`config.mk`:
```
export PLATFORM = sky130hd
export DESIGN_NAME = seg7_capture_monitor_flat
export DESIGN_NICKNAME = d
export VERILOG_FILES = /design/src/rtl/seg7_pkg.sv /design/src/rtl/seg7_capture_monitor_if.sv /design/src/rtl/seg7_evt_fifo.sv /design/src/rtl/seg7_capture_monitor.sv /design/src/flat_wrapper.sv
export SDC_FILE = /design/constraint.sdc
export NUM_CORES = 1
export LEC_CHECK = 0
export BUFFER_PORTS_ARGS = -buffer_cell sky130_fd_sc_hd__buf_4
export CAP_MARGIN = 10
export CORE_MARGIN = 2
export CORE_UTILIZATION = 30
export CTS_CLUSTER_DIAMETER = 40
export CTS_CLUSTER_SIZE = 25
export DETAILED_ROUTE_END_ITERATION = 10
export GPL_TIMING_DRIVEN = 0
export SKIP_LAST_GASP = 1
export SLEW_MARGIN = 20
export SYNTH_ARGS = -nofsm -noshare
export SYNTH_HDL_FRONTEND = slang
export SYNTH_SLANG_ARGS = --single-unit
```
`constraint.sdc`:
```
create_clock -name clk -period 7.2 [get_ports clk]
set_input_delay 0.72 -clock clk [delete_from_list [all_inputs] [get_ports clk]]
set_output_delay 0.72 -clock clk [all_outputs]
set_load 0.02 [all_outputs]
```
`src/rtl/seg7_pkg.sv`:
```
// Shared types, glyph constants and decoder for the seven-segment capture monitor.
// Bit order of a pattern: bit0 = segment a ... bit6 = segment g, active-high lit.
package seg7_pkg;

    typedef logic [6:0] seg7_t;

    localparam seg7_t SEG7_BLANK   = 7'h00;
    localparam seg7_t SEG7_GLYPH_0 = 7'h3F;
    localparam seg7_t SEG7_GLYPH_1 = 7'h06;
    localparam seg7_t SEG7_GLYPH_2 = 7'h5B;
    localparam seg7_t SEG7_GLYPH_3 = 7'h4F;
    localparam seg7_t SEG7_GLYPH_4 = 7'h66;
    localparam seg7_t SEG7_GLYPH_5 = 7'h6D;
    localparam seg7_t SEG7_GLYPH_6 = 7'h7D;
    localparam seg7_t SEG7_GLYPH_7 = 7'h07;
    localparam seg7_t SEG7_GLYPH_8 = 7'h7F;
    localparam seg7_t SEG7_GLYPH_9 = 7'h6F;
    localparam seg7_t SEG7_GLYPH_A = 7'h77;
    localparam seg7_t SEG7_GLYPH_B = 7'h7C;
    localparam seg7_t SEG7_GLYPH_C = 7'h39;
    localparam seg7_t SEG7_GLYPH_D = 7'h5E;
    localparam seg7_t SEG7_GLYPH_E = 7'h79;
    localparam seg7_t SEG7_GLYPH_F = 7'h71;

    typedef struct packed {
        logic       known;
        logic [3:0] digit;
        seg7_t      raw;
    } seg7_evt_t;

    typedef enum logic {
        FILT_TRACK = 1'b0,
        FILT_HELD  = 1'b1
    } seg7_filt_state_t;

    // Returns {known, digit}; unrecognised patterns (blank included) give 5'h00.
    function automatic logic [4:0] seg7_decode(input seg7_t pat);
        case (pat)
            SEG7_GLYPH_0: seg7_decode = {1'b1, 4'h0};
            SEG7_GLYPH_1: seg7_decode = {1'b1, 4'h1};
            SEG7_GLYPH_2: seg7_decode = {1'b1, 4'h2};
            SEG7_GLYPH_3: seg7_decode = {1'b1, 4'h3};
            SEG7_GLYPH_4: seg7_decode = {1'b1, 4'h4};
            SEG7_GLYPH_5: seg7_decode = {1'b1, 4'h5};
            SEG7_GLYPH_6: seg7_decode = {1'b1, 4'h6};
            SEG7_GLYPH_7: seg7_decode = {1'b1, 4'h7};
            SEG7_GLYPH_8: seg7_decode = {1'b1, 4'h8};
            SEG7_GLYPH_9: seg7_decode = {1'b1, 4'h9};
            SEG7_GLYPH_A: seg7_decode = {1'b1, 4'hA};
            SEG7_GLYPH_B: seg7_decode = {1'b1, 4'hB};
            SEG7_GLYPH_C: seg7_decode = {1'b1, 4'hC};
            SEG7_GLYPH_D: seg7_decode = {1'b1, 4'hD};
            SEG7_GLYPH_E: seg7_decode = {1'b1, 4'hE};
            SEG7_GLYPH_F: seg7_decode = {1'b1, 4'hF};
            default:      seg7_decode = 5'h00;
        endcase
    endfunction

endpackage

```
`src/rtl/seg7_capture_monitor_if.sv`:
```
// Decoded-event stream: the monitor is master (valid + payload), the consumer is slave (ready).
// Payload is only meaningful while evt_valid is high and is held until evt_ready.
interface seg7_capture_monitor_if;
    import seg7_pkg::*;

    logic       evt_valid;
    logic       evt_ready;
    logic       evt_known;
    logic [3:0] evt_digit;
    seg7_t      evt_raw;

    modport master (
        output evt_valid,
        output evt_known,
        output evt_digit,
        output evt_raw,
        input  evt_ready
    );

    modport slave (
        input  evt_valid,
        input  evt_known,
        input  evt_digit,
        input  evt_raw,
        output evt_ready
    );
endinterface

```
`src/rtl/seg7_evt_fifo.sv`:
```
// Synchronous event FIFO of seg7_evt_t with a sticky overflow flag.
// Latency: a push is visible at the head the cycle after it is written.
// Backpressure: head holds while out_vld && !out_rdy; a push into a full queue without a pop is dropped.
module seg7_evt_fifo
    import seg7_pkg::*;
#(
    parameter int DEPTH = 4
) (
    input  logic      clk,
    input  logic      rst,
    input  logic      push,
    input  seg7_evt_t push_dat,
    output logic      out_vld,
    input  logic      out_rdy,
    output seg7_evt_t out_dat,
    output logic      overflow
);
    localparam int AW = $clog2(DEPTH);

    seg7_evt_t       mem [DEPTH];
    logic [AW:0]     wr_ptr;
    logic [AW:0]     rd_ptr;
    logic            full;
    logic            pop;
    logic            wr_en;

    assign out_vld = (wr_ptr != rd_ptr);
    assign full    = (wr_ptr[AW] != rd_ptr[AW]) && (wr_ptr[AW-1:0] == rd_ptr[AW-1:0]);
    assign pop     = out_vld && out_rdy;
    // A pop in the same cycle frees the slot, so a full queue still accepts the push.
    assign wr_en   = push && (!full || pop);
    assign out_dat = out_vld ? mem[rd_ptr[AW-1:0]] : '0;

    always_ff @(posedge clk) begin
        if (rst) begin
            wr_ptr   <= '0;
            rd_ptr   <= '0;
            overflow <= 1'b0;
        end else begin
            if (wr_en) begin
                mem[wr_ptr[AW-1:0]] <= push_dat;
                wr_ptr              <= wr_ptr + (AW+1)'(1);
            end
            if (pop) begin
                rd_ptr <= rd_ptr + (AW+1)'(1);
            end
            if (push && !wr_en) begin
                overflow <= 1'b1;
            end
        end
    end
endmodule

```
`src/rtl/seg7_capture_monitor.sv`:
```
// Seven-segment bus monitor: 2-flop sync, glitch filter, hex decode, event FIFO. Option: SEG7_CAPTURE_ACTIVE_LOW_EN.
// Latency: a held change reaches evt_valid 2 + STABLE_CYCLES + 1 cycles later (empty FIFO).
// Backpressure: events queue while evt_ready is low; when the queue is full new events drop and overflow sticks.
module seg7_capture_monitor
    import seg7_pkg::*;
#(
    parameter int STABLE_CYCLES = 4,
    parameter int FIFO_DEPTH    = 4
) (
    input  logic                          clk,
    input  logic                          rst,
    input  seg7_t                         seg_in,
    seg7_capture_monitor_if.master        evt,
    output logic                          overflow,
    output logic [7:0]                    evt_count,
    output logic [7:0]                    bad_count
);
`ifdef SEG7_CAPTURE_ACTIVE_LOW_EN
    // Common-anode targets drive low to light a segment; all-high is blank.
    localparam seg7_t SYNC_RST = 7'h7F;
    seg7_t seg_pol;
    assign seg_pol = ~seg_in;
`else
    localparam seg7_t SYNC_RST = SEG7_BLANK;
    seg7_t seg_pol;
    assign seg_pol = seg_in;
`endif

    seg7_t             sync1_q;
    seg7_t             s2_q;
    seg7_filt_state_t  state_q, state_d;
    seg7_t             cand_q, cand_d;
    logic [7:0]        cnt_q, cnt_d;
    seg7_t             last_q;
    logic              accept;
    logic [4:0]        dec;
    seg7_evt_t         push_dat;
    seg7_evt_t         head;

    always_ff @(posedge clk) begin
        if (rst) begin
            sync1_q <= SYNC_RST;
            s2_q    <= SYNC_RST;
        end else begin
            sync1_q <= seg_pol;
            s2_q    <= sync1_q;
        end
    end

    always_ff @(posedge clk) begin
        if (rst) begin
            state_q <= FILT_TRACK;
            cand_q  <= SEG7_BLANK;
            cnt_q   <= 8'd0;
            last_q  <= SEG7_BLANK;
        end else begin
            state_q <= state_d;
            cand_q  <= cand_d;
            cnt_q   <= cnt_d;
            if (accept) begin
                last_q <= cand_q;
            end
        end
    end

    always_comb begin
        state_d = state_q;
        cand_d  = cand_q;
        cnt_d   = cnt_q;
        accept  = 1'b0;
        case (state_q)
            FILT_TRACK: begin
                if (s2_q != cand_q) begin
                    cand_d = s2_q;
                    cnt_d  = 8'd0;
                end else if (cnt_q == 8'(STABLE_CYCLES - 1)) begin
                    state_d = FILT_HELD;
                    // Settling back onto the pattern already reported is not a new event.
                    accept  = (cand_q != last_q);
                end else begin
                    cnt_d = cnt_q + 8'd1;
                end
            end
            FILT_HELD: begin
                if (s2_q != cand_q) begin
                    state_d = FILT_TRACK;
                    cand_d  = s2_q;
                    cnt_d   = 8'd0;
                end
            end
            default: begin
                state_d = FILT_TRACK;
            end
        endcase
    end

    assign dec      = seg7_decode(cand_q);
    assign push_dat = '{known: dec[4], digit: dec[3:0], raw: cand_q};

    always_ff @(posedge clk) begin
        if (rst) begin
            evt_count <= 8'd0;
            bad_count <= 8'd0;
        end else if (accept) begin
            evt_count <= evt_count + 8'd1;
            if (!dec[4] && (bad_count != 8'hFF)) begin
                bad_count <= bad_count + 8'd1;
            end
        end
    end

    seg7_evt_fifo #(
        .DEPTH (FIFO_DEPTH)
    ) u_fifo (
        .clk      (clk),
        .rst      (rst),
        .push     (accept),
        .push_dat (push_dat),
        .out_vld  (evt.evt_valid),
        .out_rdy  (evt.evt_ready),
        .out_dat  (head),
        .overflow (overflow)
    );

    assign evt.evt_known = head.known;
    assign evt.evt_digit = head.digit;
    assign evt.evt_raw   = head.raw;
endmodule
```
`src/flat_wrapper.sv`:
```
// flat-port wrapper written by rule: the top's interface ports become plain ports
module seg7_capture_monitor_flat import seg7_pkg::*;
#(
    parameter int STABLE_CYCLES = 4,
    parameter int FIFO_DEPTH    = 4
)
  (clk, rst, seg_in, overflow, evt_count, bad_count, evt_evt_valid, evt_evt_known, evt_evt_digit, evt_evt_raw, evt_evt_ready);
  seg7_capture_monitor_if evt_i ();
  input  logic clk;
  input  logic rst;
  input  seg7_t seg_in;
  output logic overflow;
  output logic [7:0] evt_count;
  output logic [7:0] bad_count;
  output wire logic [$bits(evt_i.evt_valid)-1:0] evt_evt_valid;
  output wire logic [$bits(evt_i.evt_known)-1:0] evt_evt_known;
  output wire logic [$bits(evt_i.evt_digit)-1:0] evt_evt_digit;
  output wire logic [$bits(evt_i.evt_raw)-1:0] evt_evt_raw;
  input wire logic [$bits(evt_i.evt_ready)-1:0] evt_evt_ready;
  assign evt_evt_valid = evt_i.evt_valid;
  assign evt_evt_known = evt_i.evt_known;
  assign evt_evt_digit = evt_i.evt_digit;
  assign evt_evt_raw = evt_i.evt_raw;
  assign evt_i.evt_ready = evt_evt_ready;
  seg7_capture_monitor #(.STABLE_CYCLES(STABLE_CYCLES), .FIFO_DEPTH(FIFO_DEPTH)) u_core (.clk(clk), .rst(rst), .seg_in(seg_in), .evt(evt_i), .overflow(overflow), .evt_count(evt_count), .bad_count(bad_count));
endmodule
```
Word-level counts from Yosys, hierarchy flattened
Memory sizes are Yosys's and may differ from the RTL's. A register that Yosys moved wholly into a read port is not among the register bits.
Cells that the tools add are included.
- add/subtract/negate cells: 5
- multiply operators: 0
- divide/modulo/power cells: 0
- magnitude comparators: 0
- equality and inequality tests: 25
- shift-type cells: 0
- muxes and demuxes: 19
- bitwise gates (word level): 1
- reductions and logical operators: 11
- operator list (operator ; count):
    equality test 7 bit, second input constant ; 12
    one-hot mux 5 bit (16 select lines) ; 1
    adder 8 x 1 -> 8 bit, second input constant ; 3
    two-way mux 8 bit ; 3
    one-hot mux 8 bit (2 select lines) ; 1
    equality test 7 x 3 -> 1 bit, second input constant ; 2
    equality test 7 x 6 -> 1 bit, second input constant ; 2
    != test 7 bit ; 2
    two-way mux 12 bit ; 1
    two-way mux 1 bit ; 9
    equality test 8 x 2 -> 1 bit, second input constant ; 1
    != test 8 bit, second input constant ; 1
    two-way mux 7 bit ; 1
    adder 3 x 1 -> 3 bit, second input constant ; 2
    logical AND 1 bit ; 5
    two-way mux 2 bit ; 2
    AND reduction 2 bit ; 2
    logical NOT 1 bit ; 3
    != test 3 x 2 -> 1 bit, second input constant ; 1
    != test 3 bit ; 1
    equality test 2 bit ; 1
    != test 2 bit, second input constant ; 1
    one-hot mux 1 bit (2 select lines) ; 1
    logical OR 1 bit ; 1
    other kinds (2) ; 2
- register bits after elaboration: 60
- bits in latches: 0
- bits in writable memories: 48
- bits in read-only memories: 0
- logic and storage cells: 73
- memories: 1
- memory list (memory ; words ; bits a word ; read ports ; clocked after Yosys merged registers in ; wr ports ; line ; RTL):
    u_core.u_fifo.mem ; 4 ; 12 ; 1 ; 1 ; 1 ; seg7_evt_fifo.sv:20 ; seg7_evt_t mem [DEPTH];

Depth between registers and ports, before layout
Gate-level depths: netlist (run 1).
- depth after elaboration: 8
- depth in mapped cells: 9

By module
Synthesis (run 1) repeated with hierarchy kept, for this count alone.
- cell total of the unflattened synthesis: 402
- area, all modules: 4682.0 um^2
- modules (own cells, without submodules) (module ; instances ; cells each ; area an instance (um^2) ; sequential area each (um^2)):
    seg7_capture_monitor ; 1 ; 278 ; 2396.0 ; 1061.0
    seg7_evt_fifo ; 1 ; 124 ; 2285.9 ; 1621.6

Worst setup path before layout (run 1)
OpenSTA, ideal clock, no wires.
- path kind: flip-flop to flip-flop
- start point: reg u_core.cnt_q[0]
- end point: mem u_core.u_fifo.mem[3][0] (netlist bit) (enable)
- setup time: 412 ps
- data arrival time: 2621 ps
- path slack: 4167 ps
- stages on the path, launching flop included: 6
- buffers on the path: 0
- period minus slack after synthesis: 3033 ps
- cell sequence: dfxtp_1 -> ha_1 -> or4b_1 -> nor3_2 -> nand3_1 -> nor4_1
- word-level cells in the longest chain between the ends: 8
- ends and longest elaborated chain (what ; line ; RTL):
    start: declaration ; seg7_capture_monitor.sv:33 ; logic [7:0] cnt_q, cnt_d;
    start signal: assignment ; seg7_capture_monitor.sv:59 ; cnt_q <= cnt_d;
    equality test 8 x 2 -> 1 bit ; seg7_capture_monitor.sv:76 ; end else if (cnt_q == 8'(STABLE_CYCLES - 1)) begin
    two-way mux 1 bit ; seg7_capture_monitor.sv:76 ;
    two-way mux 1 bit ; seg7_capture_monitor.sv:73 ; if (s2_q != cand_q) begin
    two-way mux 1 bit ; seg7_capture_monitor.sv:71 ; case (state_q)
    logical AND 1 bit ; seg7_evt_fifo.sv:31 ; assign wr_en = push && (!full || pop);
    two-way mux 1 bit ; seg7_evt_fifo.sv:40 ; if (wr_en) begin
    two-way mux 1 bit ; seg7_evt_fifo.sv:35 ; if (rst) begin
    two-way mux 1 bit (implied by the code) ; seg7_evt_fifo.sv:41 ; mem[wr_ptr[AW-1:0]] <= push_dat;
    end: declaration ; seg7_evt_fifo.sv:20 ;
No other way between the ends.

==> summary by stage, run 1 <==
Outcome
The run finished with clean final reports.

Timing
The final period utilization is 42.7%. The total negative slack for setup checks is 0 ps. The max-slew violation count is 0.

Setup violations remaining at the end of the flow were counted as 0. Setup repair after global routing left no endpoint under its margin. The highest clock frequency the design can meet is 325 MHz. The final clock skew is 7.25 ps. The post-layout minimum cycle time is 3080 ps. Measured against its own limit, the worst slew margin works out to 43.4%. The total count of hold-check failures in the final report is 0.

The transition time at the pin with the least slew margin is 848 ps.

Synth
The total number of yosys warnings is 0. The number of register bits inferred by synthesis is 110. The share of synthesized area occupied by flip-flops and latches is 56.4%. The net count after synthesis is 438.

The unique cell type count in the Yosys netlist is 47. The summed instance area of the synthesized netlist is 4760 um^2. Counting flops with an async set or reset pin after synthesis yields a share of 0%. The most area-hungry cell type in the Yosys netlist is sky130_fd_sc_hd__edfxtp_1. The synthesized design contains 48 enable-type register cells. Among all flip-flop cells after synthesis, the most frequent one is sky130_fd_sc_hd__dfxtp_1.

In this run the mean area of a mapped cell was 11.3 um^2. The instance count of the mapped netlist is 420. The fraction of synthesized cell area taken by the top area cell type is 30.3%. After synthesis, the cell types taking the most area are sky130_fd_sc_hd__edfxtp_1 30%, sky130_fd_sc_hd__dfxtp_1 26%, sky130_fd_sc_hd__mux4_2 5.7%.

Clocking
The number of buffers inserted during clock tree synthesis is 9. The number of hold buffers added after CTS is 0. The clock net in this run drives a total of 110 sinks. The later pin in the worst-skew pair is clocked with a latency of 340 ps.

The clock tree from TritonCTS is built. The tree is rooted in a sky130_fd_sc_hd__clkbuf_16. After clock tree synthesis, the repair step resized 0 gates. Buffers added to address setup during post-CTS repair amount to 0. The maximum buffer depth of the clock tree is 2.

The H-tree generated during clock tree synthesis spans 3 levels. The clock input transition at the sequential cells of the worst setup and hold paths is 70 ps.

Placed design
The total of buffers placed on input and output ports is 39. The HPWL after detailed placement is 6690 um. The weighted congestion reported at the end of routability-driven placement is 0.848.

Cells and area
The final layout contains 490 nets. The number of antenna repair diodes is 0. The area growth from synthesis to layout is 17.9%. The storage element area is 2680 um^2. The multi-input logic area is 1940 um^2. After filler insertion, the fill cell instance count of the layout stands at 1571. In the final layout, the share of cells above drive strength 1 is 16.8%.

The final design utilization is 35.7%.

Setup path
Along the worst path, the maximum fanout reaches 10. Together, buffers and inverters on the worst path number 2. The endpoint identified for the worst register-to-register timing path is u_core.u_fifo.mem[0][4].

The type of element capturing the critical path is an output pin. On the worst path, the slowest cell contributes a delay of 670 ps. The data required time of the worst path is 6480 ps.

The startpoint kind of the worst setup timing path is a register. On the critical path, the stage with the largest delay is an instance of sky130_fd_sc_hd__buf_1. The count of cells along the worst register-to-register path is 8. The family with the most delay on the worst path is buffers and inverters. The worst register-to-register path has a setup slack of 4280 ps. For the worst setup path, the data arrival time is 2360 ps.

The class of the most critical setup path is register to output pin. The critical path goes through buf_1, mux4_2, nor2b_1, buf_4. The reg-to-reg startpoint is u_core.cand_q[1].

GRT
The pin count of the biggest net entering global routing is 18. Global routing finished with a remaining overflow of 0. The first-pass GRT wire length is 15000 um. The overall routing resource usage is 11.3%. The via count of the first global-routing pass is 3065. The initial antenna violation count is 0.

Die
The floorplan die height is 130 um. The die boundary width is 130 um. The number of I/O pins is 40. The floorplan has 46 rows.

The floorplan core area is 15700 um^2. The initial cell density of the core is 30.3%. The floorplan die area is 16900 um^2.

Min path
The path with the worst hold slack has its endpoint at u_core.s2_q[4]. The startpoint of the lowest-slack hold path is u_core.sync1_q[4]. In this run the worst hold path is classified as register to register. The worst hold path depth is 1.

Route
The count of nets left with antenna violations after detail routing is 0. The detailed-routing iteration count for the pre-antenna-repair pass is 4. In the routed design, unresolved DRC markers number 0. The aggregate routed wire length is 9340 um. The routed wirelength normalized by instance count is 13.5 um.

The detailed router finished its first iteration with 150 violations. The number of vias after detailed routing is 3254. The per-cell via count in the routed design is 4.70.

Power
The design internal power is 909 uW. The power density over the cells is 203 nW/um^2. Sequential cells account for 57.5% of the total power.

Per report_power, the clock group accounts for 39.2% of the total. The fraction of power spent switching nets is 20.3%. The power dissipated by switching net loads is 231 uW. The maximum vdd drop is 0.101 mV. The leakage power figure is 2.02 nW. Combinational logic burns 3.3% of the power.

Run
Max-cap violations in this run came to 0.
[worst reg2reg max path, cell delays in order (launching register included)]
cell	delay (ps)
sky130_fd_sc_hd__dfxtp_1	360
sky130_fd_sc_hd__buf_6	160
sky130_fd_sc_hd__xor2_1	160
sky130_fd_sc_hd__nor4_2	360
sky130_fd_sc_hd__and4_1	240
sky130_fd_sc_hd__buf_2	200
sky130_fd_sc_hd__nand3_1	140
sky130_fd_sc_hd__nor3_1	320
sky130_fd_sc_hd__and2_1	610
[synthesized netlist by cell type (8+ instances only)]
cell / n
sky130_fd_sc_hd__ha_1: 8
sky130_fd_sc_hd__mux4_2: 12
sky130_fd_sc_hd__clkbuf_1: 15
sky130_fd_sc_hd__xnor2_1: 19
sky130_fd_sc_hd__inv_1: 8
sky130_fd_sc_hd__xor2_1: 15
sky130_fd_sc_hd__buf_2: 8
sky130_fd_sc_hd__nor2b_1: 38
sky130_fd_sc_hd__edfxtp_1: 48
sky130_fd_sc_hd__nand4_1: 8
sky130_fd_sc_hd__nand2_1: 34
sky130_fd_sc_hd__nor2_1: 33
sky130_fd_sc_hd__dfxtp_1: 62
sky130_fd_sc_hd__nand3_1: 14
sky130_fd_sc_hd__a21oi_1: 18
[state kept, by name, summed over array words and instances (netlist names), named ones only]
| register | count |
|---|---|
| u_core.bad_count | 8 |
| u_core.cand_q | 7 |
| u_core.evt_count | 8 |
| u_core.s2_q | 7 |
| u_core.u_fifo.overflow | 1 |
| u_core.cnt_q | 8 |
| u_core.state_q | 1 |
| u_core.u_fifo.rd_ptr | 3 |
| u_core.u_fifo.wr_ptr | 3 |
| u_core.sync1_q | 7 |
| u_core.u_fifo.mem | 48 |
| u_core.last_q | 7 |
[worst max path at each step]
stage	start	end	slack, ps	depth (start not counted)
after floorplan	u_core.cnt_q[0]	u_core.u_fifo.mem[3][0]	4170	5
after global placement	u_core.cand_q[5]	u_core.u_fifo.mem[3][2]	2970	7
after detailed placement	u_core.cand_q[5]	u_core.u_fifo.mem[0][2]	4270	8
after CTS	register	evt_evt_raw[4]	4050	4
after global routing	register	evt_evt_raw[4]	3940	4
final	register	evt_evt_raw[4]	4120	4
[kinds of logic (layout without fill, tap and decap cells)]
kind of cell / after synthesis / in the layout / synth area share, %
buffers and inverters: 34 / 91 / 3.05
flip-flops: 110 / 110 / 56.4
multiplexers: 18 / 18 / 7.02
XOR/XNOR: 34 / 34 / 6.26
AND/OR/NAND/NOR: 174 / 174 / 19.7
AO/OA/AOI/OAI: 42 / 42 / 5.44
adder cells (fa/ha/maj): 8 / 8 / 2.10
[through the flow]
stage	std cells	power (mW)	hold slack [ps]	cell area, um^2	worst slack, ps
after floorplan	420	0.694	414	4760	4170
after global placement	675	0.706	422	5320	2970
after detailed placement	677	0.708	422	5340	4270
after global routing	693	1.18	453	5610	3940
after CTS	693	1.16	437	5610	4050
final	693	1.14	433	5610	4120
[per-layer routing]
layer  GRT usage (%)  share of wire [%]
met1            14.5                 46
met2            18.9                 49
met3            2.83                4.1
met4            3.67                1.0
met5               0                  0
[area by class of cell]
cell class / count / area share, %
clock inverter: 4 / 0.424
inverter: 8 / 0.535
buffer: 26 / 2.05
clock buffer: 12 / 4.40
timing repair buffer: 41 / 5.40
multi-input combinational: 276 / 34.5
sequential: 110 / 47.8
tap: 216 / 4.82
[cell usage in the layout (no fill, tap or decap), types with 14 or more instances in the layout]
cell type	count
sky130_fd_sc_hd__nor2_1	33
sky130_fd_sc_hd__nand2_1	34
sky130_fd_sc_hd__edfxtp_1	48
sky130_fd_sc_hd__a21oi_1	18
sky130_fd_sc_hd__xor2_1	15
sky130_fd_sc_hd__nand3_1	14
sky130_fd_sc_hd__clkbuf_1	17
sky130_fd_sc_hd__nor2b_1	38
sky130_fd_sc_hd__xnor2_1	19
sky130_fd_sc_hd__dfxtp_1	62
sky130_fd_sc_hd__buf_4	39
[power by group through the flow]
stage	clock [mW]	combinational, mW	sequential, mW
after CTS	0.463	0.0379	0.656
after global routing	0.486	0.0414	0.656
final	0.448	0.0375	0.656
after floorplan	0	0.0253	0.669
after global placement	0	0.0370	0.669
after detailed placement	0	0.0378	0.670
(Power assumes the default switching activity.)
==> inputs of run 2 (changes only) <==
==> constraint.sdc (replaced) <==
create_clock -name clk -period 2.69 [get_ports clk]
set_input_delay 0.269 -clock clk [delete_from_list [all_inputs] [get_ports clk]]
set_output_delay 0.269 -clock clk [all_outputs]
set_load 0.02 [all_outputs]
==> run 2 against run 1 <==
- design area up 2.0%
- sequential share of layout area down 0.90 points
- total power rose to 2.7 times the previous value
- sequential cell count unchanged
- non-clock buffer count down 2
- die area unchanged
- clock skew down 2.8 ps
- register-to-register slack worse by 4100 ps
- sequential power rose to 2.7 times the previous value
- combinational power rose to 2.7 times the previous value
- utilization up 0.72 points
==> summary by stage, run 2 (same netlist as run 1, synthesis figures left out) <==
Outcome
The flow ran to the end, and the final reports show no timing, DRC or antenna violations.

Setup path
The maximum net fanout on the critical path is 9. The cell with the biggest individual delay on the critical path is sky130_fd_sc_hd__or4b_1. The capture point of the worst reg-to-reg path is u_core.bad_count[7].

The critical path in this run is classified as register to register. The first element of the critical path is u_core.cand_q[1]. The critical path ends at u_core.bad_count[7]. Walking the worst path, the cells encountered are buf_6, xor2_1, nor4_2, nand4_1, or4b_1, or4_1, a21oi_1. At the worst endpoint, the arrival time is 2800 ps. The type of element capturing the critical path is a register.

The startpoint kind of the worst setup timing path is a register. The count of cells along the worst register-to-register path is 7. The reg-to-reg startpoint is u_core.cand_q[1]. Setup slack on the worst reg-to-reg path comes out at 170 ps. On the worst path, the slowest cell contributes a delay of 590 ps. STA puts the critical path data required time at 2970 ps.

Placed design
The post-placement worst setup slack is -294 ps. Summed over all nets, the half-perimeter wirelength after detailed placement is 6570 um. The count of buffers added on input and output ports is 39. Summing all placed instances gives a cell area of 5340 um^2. At the end of routability-driven placement, the weighted congestion stood at 0.817.

Clocking
CTS built an H-tree with a depth of 3. TritonCTS built the clock tree. The maximum buffer depth of the clock tree is 2. Counting the buffers created by CTS gives 9. Clock tree synthesis selected as its root buffer the cell sky130_fd_sc_hd__clkbuf_16. At the later pin of the worst-skew pair, clock insertion delay measures 350 ps. After clock tree synthesis, the clock-pin slew on the worst setup and hold paths is 70 ps. The number of sinks on the clock net is 110. After clock tree synthesis, the flow added hold-fix buffers numbering 0.

Power
The fraction of power spent switching nets is 21.9%. The part of the total power dissipated in combinational logic is 3.2%. The total power after layout is 3.11 mW. The internal portion of the total power is 2.43 mW. The power density over the cells is 543 nW/um^2.

The maximum vdd drop is 0.393 mV. In this run, the clock network consumes 40.3% of the power. The power dissipated by switching net loads is 681 uW. The leakage power figure is 2.07 nW. The sequential fraction of design power is 56.5%.

Timing
The max-slew violation count is 0. Across the routed clock network, the largest skew measured is 4.41 ps. Setup repair after global routing left no endpoint under its margin. In the finished design, the share of the clock period the worst path needs comes to 93.6%.

The total count of hold-check failures in the final report is 0. The worst-case setup margin in the final layout is 172 ps. At the pin with the least slew margin, the transition time is 914 ps. Timing would allow up to 397 MHz.

Setup violations remaining at the end of the flow were counted as 0. Headroom to the max-slew limit came out at 38.6%. The post-layout minimum cycle time is 2520 ps.

Route
The count of nets left with antenna violations after detail routing is 0. For this run, the detailed router's first-pass iteration total came to 4. Dividing the detail-routed wire length by the instance count gives 13.9 um.

For this run, design rule violations remaining after detail routing come to 0. The number of vias after detailed routing is 3220. In this run, the number of DRC markers left after iteration 0 of detailed routing was 157.

The per-cell via count in the routed design is 4.64. Wires add up to 9620 um.

GRT
The initial antenna violation count was 0. After global routing the overflow that remains totals 0. The first-pass GRT wire length is 15400 um.

Entering global routing, the biggest net connects 20 pins. The via count of the first global-routing pass was 3176. Global routing consumed, over all layers together, 11.7% of the routing resources.

Cells and area
Relative to the synthesized area, the layout overhead comes to 20.2%. The final cell area excluding filler cells is 5720 um^2. The repair_antennas step left the layout with diodes totalling 0. The fraction of layout cells with a size suffix above 1 is 21.5%. The register with the most flip-flops in the layout has 48 of them.

The net count of the finished layout is 491. The most frequent standard cell in the layout excluding fill and tap cells is sky130_fd_sc_hd__dfxtp_1. The library cells used most frequently in the layout, excluding fill and tap cells, are 60 x sky130_fd_sc_hd__dfxtp_1, 48 x sky130_fd_sc_hd__edfxtp_1, 41 x sky130_fd_sc_hd__buf_4, 38 x sky130_fd_sc_hd__nor2b_1. Counting the fill cells in the layout gives 1555.

Die
Measured along the y axis, the die boundary spans 130 um. The die boundary width is 130 um. The number of placement rows is 46.

For this configuration, the core starts out at a cell density of 30.3%. The number of I/O pins is 40. The floorplan step defined a die boundary enclosing 16900 um^2. The floorplan core area is 15700 um^2.

Min path
The tightest min-delay check is of the input port to register type.

Run
Max-cap violations in this run came to 0.
[run 2: changes by cell type in the layout (fill, tap and decap cells not counted), sizes merged]
cell	delta
buf	-1
clkinv	-1
inv	+3
clkbuf	-4
clkinvlp	+1
and2	+3
[run 2: final cells by class]
| class | instances | area, um^2 | area share, % |
|---|---|---|---|
| Timing Repair Buffer | 42 | 319 | 5.58 |
| Sequential cell | 110 | 2690 | 46.9 |
| Inverter | 8 | 30.0 | 0.525 |
| Buffer | 23 | 111 | 1.95 |
| Clock buffer | 9 | 225 | 3.94 |
| Clock inverter | 7 | 57.6 | 1.01 |
| Tap cell | 216 | 270 | 4.72 |
| Multi-Input combinational cell | 279 | 2020 | 35.3 |
[run 2: power by group through the flow]
stage	registers (mW)	clock network (mW)	logic, mW
3_3_place_gp	1.79	0	0.0992
3_5_place_dp	1.79	0	0.101
6_report	1.76	1.25	0.100
5_1_grt	1.76	1.35	0.112
4_1_cts	1.75	1.28	0.101
2_1_floorplan	1.79	0	0.0678
[run 2: metal layers]
layer	share of wire, %	global-route usage (%)	vias to the layer above
met5	0	0	-
met4	1.1	3.61	0
met3	4.9	3.08	9
met2	49	19.6	67
met1	45	14.7	1539
li1	-	-	1605
[run 2: worst min path at each step]
stage / to / slack [ps] / from / cells after the start
after floorplan: u_core.sync1_q[0] / 400 / seg_in[0] / 1
after global placement: u_core.s2_q[2] / 420 / u_core.sync1_q[2] / 1
after detailed placement: u_core.s2_q[1] / 420 / u_core.sync1_q[1] / 1
after CTS: u_core.sync1_q[3] / 130 / seg_in[3] / 2
after global routing: u_core.sync1_q[1] / 120 / seg_in[1] / 2
final: u_core.sync1_q[4] / 130 / seg_in[4] / 2
[run 2: what timing repair did]
item,4_1_cts,5_1_grt
setup buffers,0,2
gates resized for setup,7,23
gates cloned,0,3
pin swaps,0,6
endpoints found under the setup margin,42,67
[run 2: worst max-delay path: cells and delay by family, from the launching register on]
kind	cells	cell delay (ps)
AND/OR/NAND/NOR	4	1620
XOR/XNOR	1	160
AO/OA/AOI/OAI	1	150
flip-flops	1	350
buffers and inverters	1	140
[run 2: per-stage QoR]
step	utilization, %	std cells	hold WS (ps)	TNS [ps]
2_1_floorplan	-	420	397	0
3_3_place_gp	33.9	675	424	-14250
3_5_place_dp	34.0	676	421	-10440
4_1_cts	35.9	692	126	-3060
5_1_grt	36.4	694	120	0
6_report	36.4	694	131	0
==> inputs of run 3 (changes only) <==
--- a/config.mk
+++ b/config.mk
@@ -5,10 +5,12 @@
 export SDC_FILE = /design/constraint.sdc
 export NUM_CORES = 1
 export LEC_CHECK = 0
+export ABC_AREA = 1
 export BUFFER_PORTS_ARGS = -buffer_cell sky130_fd_sc_hd__buf_4
 export CAP_MARGIN = 10
 export CORE_MARGIN = 2
 export CORE_UTILIZATION = 30
+export CTS_BUF_LIST = sky130_fd_sc_hd__clkbuf_4 sky130_fd_sc_hd__clkbuf_8 sky130_fd_sc_hd__clkbuf_16
 export CTS_CLUSTER_DIAMETER = 40
 export CTS_CLUSTER_SIZE = 25
 export DETAILED_ROUTE_END_ITERATION = 10
==> run 3 against run 2 <==
- synthesized cell count up 43%
- design area up 4.1%
- register-to-register slack got worse by 50 ps
- sequential share of layout area shrank 1.9 points
==> summary by stage, run 3 <==
Timing
The worst-case setup margin in the final layout is 118 ps. The post-layout minimum cycle time is 2570 ps. Setup repair after global routing could not meet its margin everywhere. The max-slew violation count is 0. Setup violations remaining at the end of the flow were counted as 0.

The total count of hold-check failures in the final report is 0. The worst pin sits at a relative slew slack of 52.2%. The highest clock frequency the design can meet is 389 MHz.

The tightest hold margin is 113 ps. Clock skew on the completed layout was measured at 9.95 ps. The worst path uses 95.6% of the clock period. The transition time at the pin with the least slew margin is 716 ps. Setup total negative slack on the finished layout was measured at 0 ps.

Route
The count of nets left with antenna violations after detail routing is 0. The number of vias after detailed routing is 3889. The detailed-routing iteration count for the pre-antenna-repair pass is 5. The per-cell via count in the routed design is 4.44. In the routed design, unresolved DRC markers number 0. The uppermost layer routed is met4. The aggregate routed wire length is 10700 um. In the detailed route, the total length drawn on met3 is 406 um. The count of routing violations after the opening detailed-route iteration is 279. After detailed routing, the average wire length per cell comes to 12.2 um. Summed over all nets, wire length on met2 after detailed routing comes to 4990 um. The detailed router put a total of 5190 um of wire on met1.

Setup path
The type of element capturing the critical path is a register. STA puts the critical path data required time at 2680 ps. The capture point of the worst reg-to-reg path is u_core.u_fifo.mem[2][1]. The class of the most critical setup path is register to register. The reg-to-reg startpoint is u_core.cand_q[2]. In this run the worst path has a maximum fanout of 12.

Setup slack on the worst reg-to-reg path comes out at 120 ps. Counting both buffers and inverters, the worst setup path holds a total of 2. On the worst path, the slowest cell contributes a delay of 590 ps.

In this design, the critical path's most frequently occurring cell is sky130_fd_sc_hd__nand2_1. The data arrival at the endpoint of the critical path is 2560 ps. The family with the most delay on the worst path is simple AND/OR/NAND/NOR gates. The cell with the biggest individual delay on the critical path is sky130_fd_sc_hd__nor2_2. The count of cells along the worst register-to-register path is 11. The startpoint kind of the worst setup timing path is a register.

Walking the worst path, the cells encountered are buf_4, inv_1, nand2_1, nand2_1, nor2_1, nand2_1, nor2_4, nand3_4, nor2_4, nand2_1, nor2_2.

Die
The initial cell density of the core is 30.7%. The number of placement rows is 47. In this run the vertical extent of the chip is 134 um. The die boundary width is 134 um. The floorplan core area is 16500 um^2. The floorplan step defined a die boundary enclosing 17900 um^2. The number of I/O pins is 40.

Synth
The share of synthesized area occupied by flip-flops and latches is 52.9%. The fraction of synthesis flops using an asynchronous set or reset pin is 0%. Sorting the synthesized cells by area gives the leading types as sky130_fd_sc_hd__edfxtp_1 28%, sky130_fd_sc_hd__dfxtp_1 24%, sky130_fd_sc_hd__nor2_1 8.7%. The predominant post-synthesis flop cell is sky130_fd_sc_hd__dfxtp_1.

The most area-hungry cell type in the Yosys netlist is sky130_fd_sc_hd__edfxtp_1. After synthesis, the largest area contributor takes up 28.4% of total cell area. In this run, distinct cell masters in the synthesized netlist total 34. In the synthesized netlist, the cells that appear most often are 118 x sky130_fd_sc_hd__nor2_1, 108 x sky130_fd_sc_hd__nand2_1, 78 x sky130_fd_sc_hd__inv_1, 62 x sky130_fd_sc_hd__dfxtp_1, 48 x sky130_fd_sc_hd__edfxtp_1. In the synthesized netlist, the number of instances is 601.

Yosys mapped a number of flops with a built-in enable equal to 48. Yosys printed 0 warnings. When the netlist entered floorplanning its net count stood at 619.

By instance count, the leading cell after synthesis is sky130_fd_sc_hd__nor2_1. Averaged over all synthesized cells, the footprint is 8.43 um^2. In this run, synthesis produced a sequential element count of 110. The cell area that synthesis handed to floorplanning was 5070 um^2.

Min path
The worst hold path depth is 3. The tightest min-delay check is of the input port to register type. In this run the most critical hold path is launched from seg_in[1]. The end point of the worst hold path is u_core.sync1_q[1].

GRT
Summed over all layers, the global routing overflow is 0. The overall routing resource usage is 12.5%. The first global-routing pass estimated 17700 um of wire. The pin count of the biggest net entering global routing is 21. The initial antenna violation count is 0. The via count of the first global-routing pass is 3601.

Clocking
No sink is reached through more buffers than the 2 on the longest clock path. The cell sitting at the root of the clock tree is a sky130_fd_sc_hd__clkbuf_16. Clock latency on the worst-skew pair, taken at its later pin, is 360 ps. The clock net in this run drives a total of 110 sinks. TritonCTS created 9 clock buffers.

The clock input transition at the sequential cells of the worst setup and hold paths is 70 ps. The H-tree generated during clock tree synthesis spans 3 levels. The clock tree from TritonCTS is built. Post-CTS timing repair inserted 0 buffers for setup.

Cells and area
The fraction of layout cells with a size suffix above 1 is 13.9%. The final design utilization is 36.0%. In the layout the commonest cells are 114 x sky130_fd_sc_hd__nor2_1, 108 x sky130_fd_sc_hd__nand2_1, 78 x sky130_fd_sc_hd__inv_1, 62 x sky130_fd_sc_hd__dfxtp_1, 48 x sky130_fd_sc_hd__edfxtp_1. The flip-flop count of the largest register after layout is 48. Fill cells in the final layout number 1692. The net count of the finished layout is 668. The most frequent standard cell in the layout excluding fill and tap cells is sky130_fd_sc_hd__nor2_1. After routing the design area is 5950 um^2. The number of antenna repair diodes is 0. The area overhead of the layout relative to synthesis is 17.5%.

Power
The maximum vdd drop is 0.286 mV. In this run the static leakage power is 2.58 nW. The power density over the cells is 564 nW/um^2.

Placed design
Once detailed placement completed, the half-perimeter wirelength came to 7540 um. In this run the cell area measured after placement is 5640 um^2. The total of buffers placed on input and output ports is 38. The weighted congestion reported at the end of routability-driven placement is 0.797. At the placement stage, the worst setup path has a slack of -214 ps.

Run
The number of maximum-capacitance violations is 0.

Outcome
The run finished with clean final reports.
run 3: cell count changes after synthesis, moves of 9 or more:
| cell | before | now |
|---|---|---|
| sky130_fd_sc_hd__nand3_1 | 14 | 27 |
| sky130_fd_sc_hd__mux4_2 | 12 | 0 |
| sky130_fd_sc_hd__xor2_1 | 15 | 6 |
| sky130_fd_sc_hd__nor2_1 | 33 | 118 |
| sky130_fd_sc_hd__nor2b_1 | 38 | 0 |
| sky130_fd_sc_hd__a21oi_1 | 18 | 28 |
| sky130_fd_sc_hd__o32ai_1 | 1 | 12 |
| sky130_fd_sc_hd__o21ai_0 | 6 | 23 |
| sky130_fd_sc_hd__nand2_1 | 34 | 108 |
| sky130_fd_sc_hd__inv_1 | 8 | 78 |
run 3: layout make-up:
cell class | instances | area, um^2 | share of cell area (%)
sequential | 110 | 2680 | 45.1
clock inverter | 7 | 85.1 | 1.43
timing repair buffer | 38 | 285 | 4.79
buffer | 21 | 136 | 2.29
clock buffer | 9 | 225 | 3.78
multi-input combinational | 388 | 1960 | 32.9
inverter | 82 | 308 | 5.17
tap | 220 | 275 | 4.62
run 3: logic make-up after synthesis:
| family | count (synthesis) | share of synthesized area [%] |
|---|---|---|
| buffers and inverters | 103 | 8.74 |
| XOR/XNOR | 17 | 2.94 |
| AO/OA/AOI/OAI | 70 | 8.05 |
| AND/OR/NAND/NOR | 293 | 25.4 |
| adder cells (fa/ha/maj) | 8 | 1.98 |
| flip-flops | 110 | 52.9 |
run 3: worst register-to-register path: stages (launching register included):
cell and delay [ps]:
sky130_fd_sc_hd__dfxtp_1 430, sky130_fd_sc_hd__buf_4 200, sky130_fd_sc_hd__inv_1 90, sky130_fd_sc_hd__nand2_1 90
sky130_fd_sc_hd__nand2_1 50, sky130_fd_sc_hd__nor2_1 70, sky130_fd_sc_hd__nand2_1 80, sky130_fd_sc_hd__nor2_4 170
sky130_fd_sc_hd__nand3_4 150, sky130_fd_sc_hd__nor2_4 150, sky130_fd_sc_hd__nand2_1 130, sky130_fd_sc_hd__nor2_2 590
run 3: through the flow:
stage / cells / power (mW)
6_report: 875 / 3.36
5_1_grt: 875 / 3.50
4_1_cts: 875 / 3.40
3_5_place_dp: 859 / 2.02
3_3_place_gp: 859 / 2.02
2_1_floorplan: 601 / 1.94
run 3: worst max-delay path by stage:
stage / slack (ps) / start / end / depth (start not counted)
floorplan: 500 / u_core.cand_q[0] / u_core.u_fifo.mem[0][0] / 11
global placement: -220 / u_core.cand_q[2] / u_core.u_fifo.mem[1][4] / 11
detailed placement: -210 / u_core.cand_q[2] / u_core.u_fifo.mem[2][4] / 11
CTS: 80 / u_core.cand_q[2] / u_core.u_fifo.mem[1][6] / 11
global route: -120 / u_core.cand_q[1] / u_core.u_fifo.mem[1][6] / 10
finish: 120 / u_core.cand_q[2] / u_core.u_fifo.mem[2][1] / 11
run 3: report_power, final:
group | leakage [nW] | switching [mW] | internal (mW)
sequential | 0.956 | 0.0150 | 1.75
clock | 0.153 | 0.639 | 0.744
combinational | 1.47 | 0.136 | 0.0780
run 3: metal layers:
| metal | track usage [%] | up-vias |
|---|---|---|
| li1 | - | 2030 |
| met1 | 16.4 | 1785 |
| met2 | 20.4 | 65 |
| met3 | 3.10 | 9 |
| met4 | 3.37 | 0 |
| met5 | 0 | - |
run 3: timing repair:
action	4_1_cts	5_1_grt
resized for setup	1	2
setup endpoints to repair	12	49
endpoints found under the hold margin	0	0
hold buffers	0	0
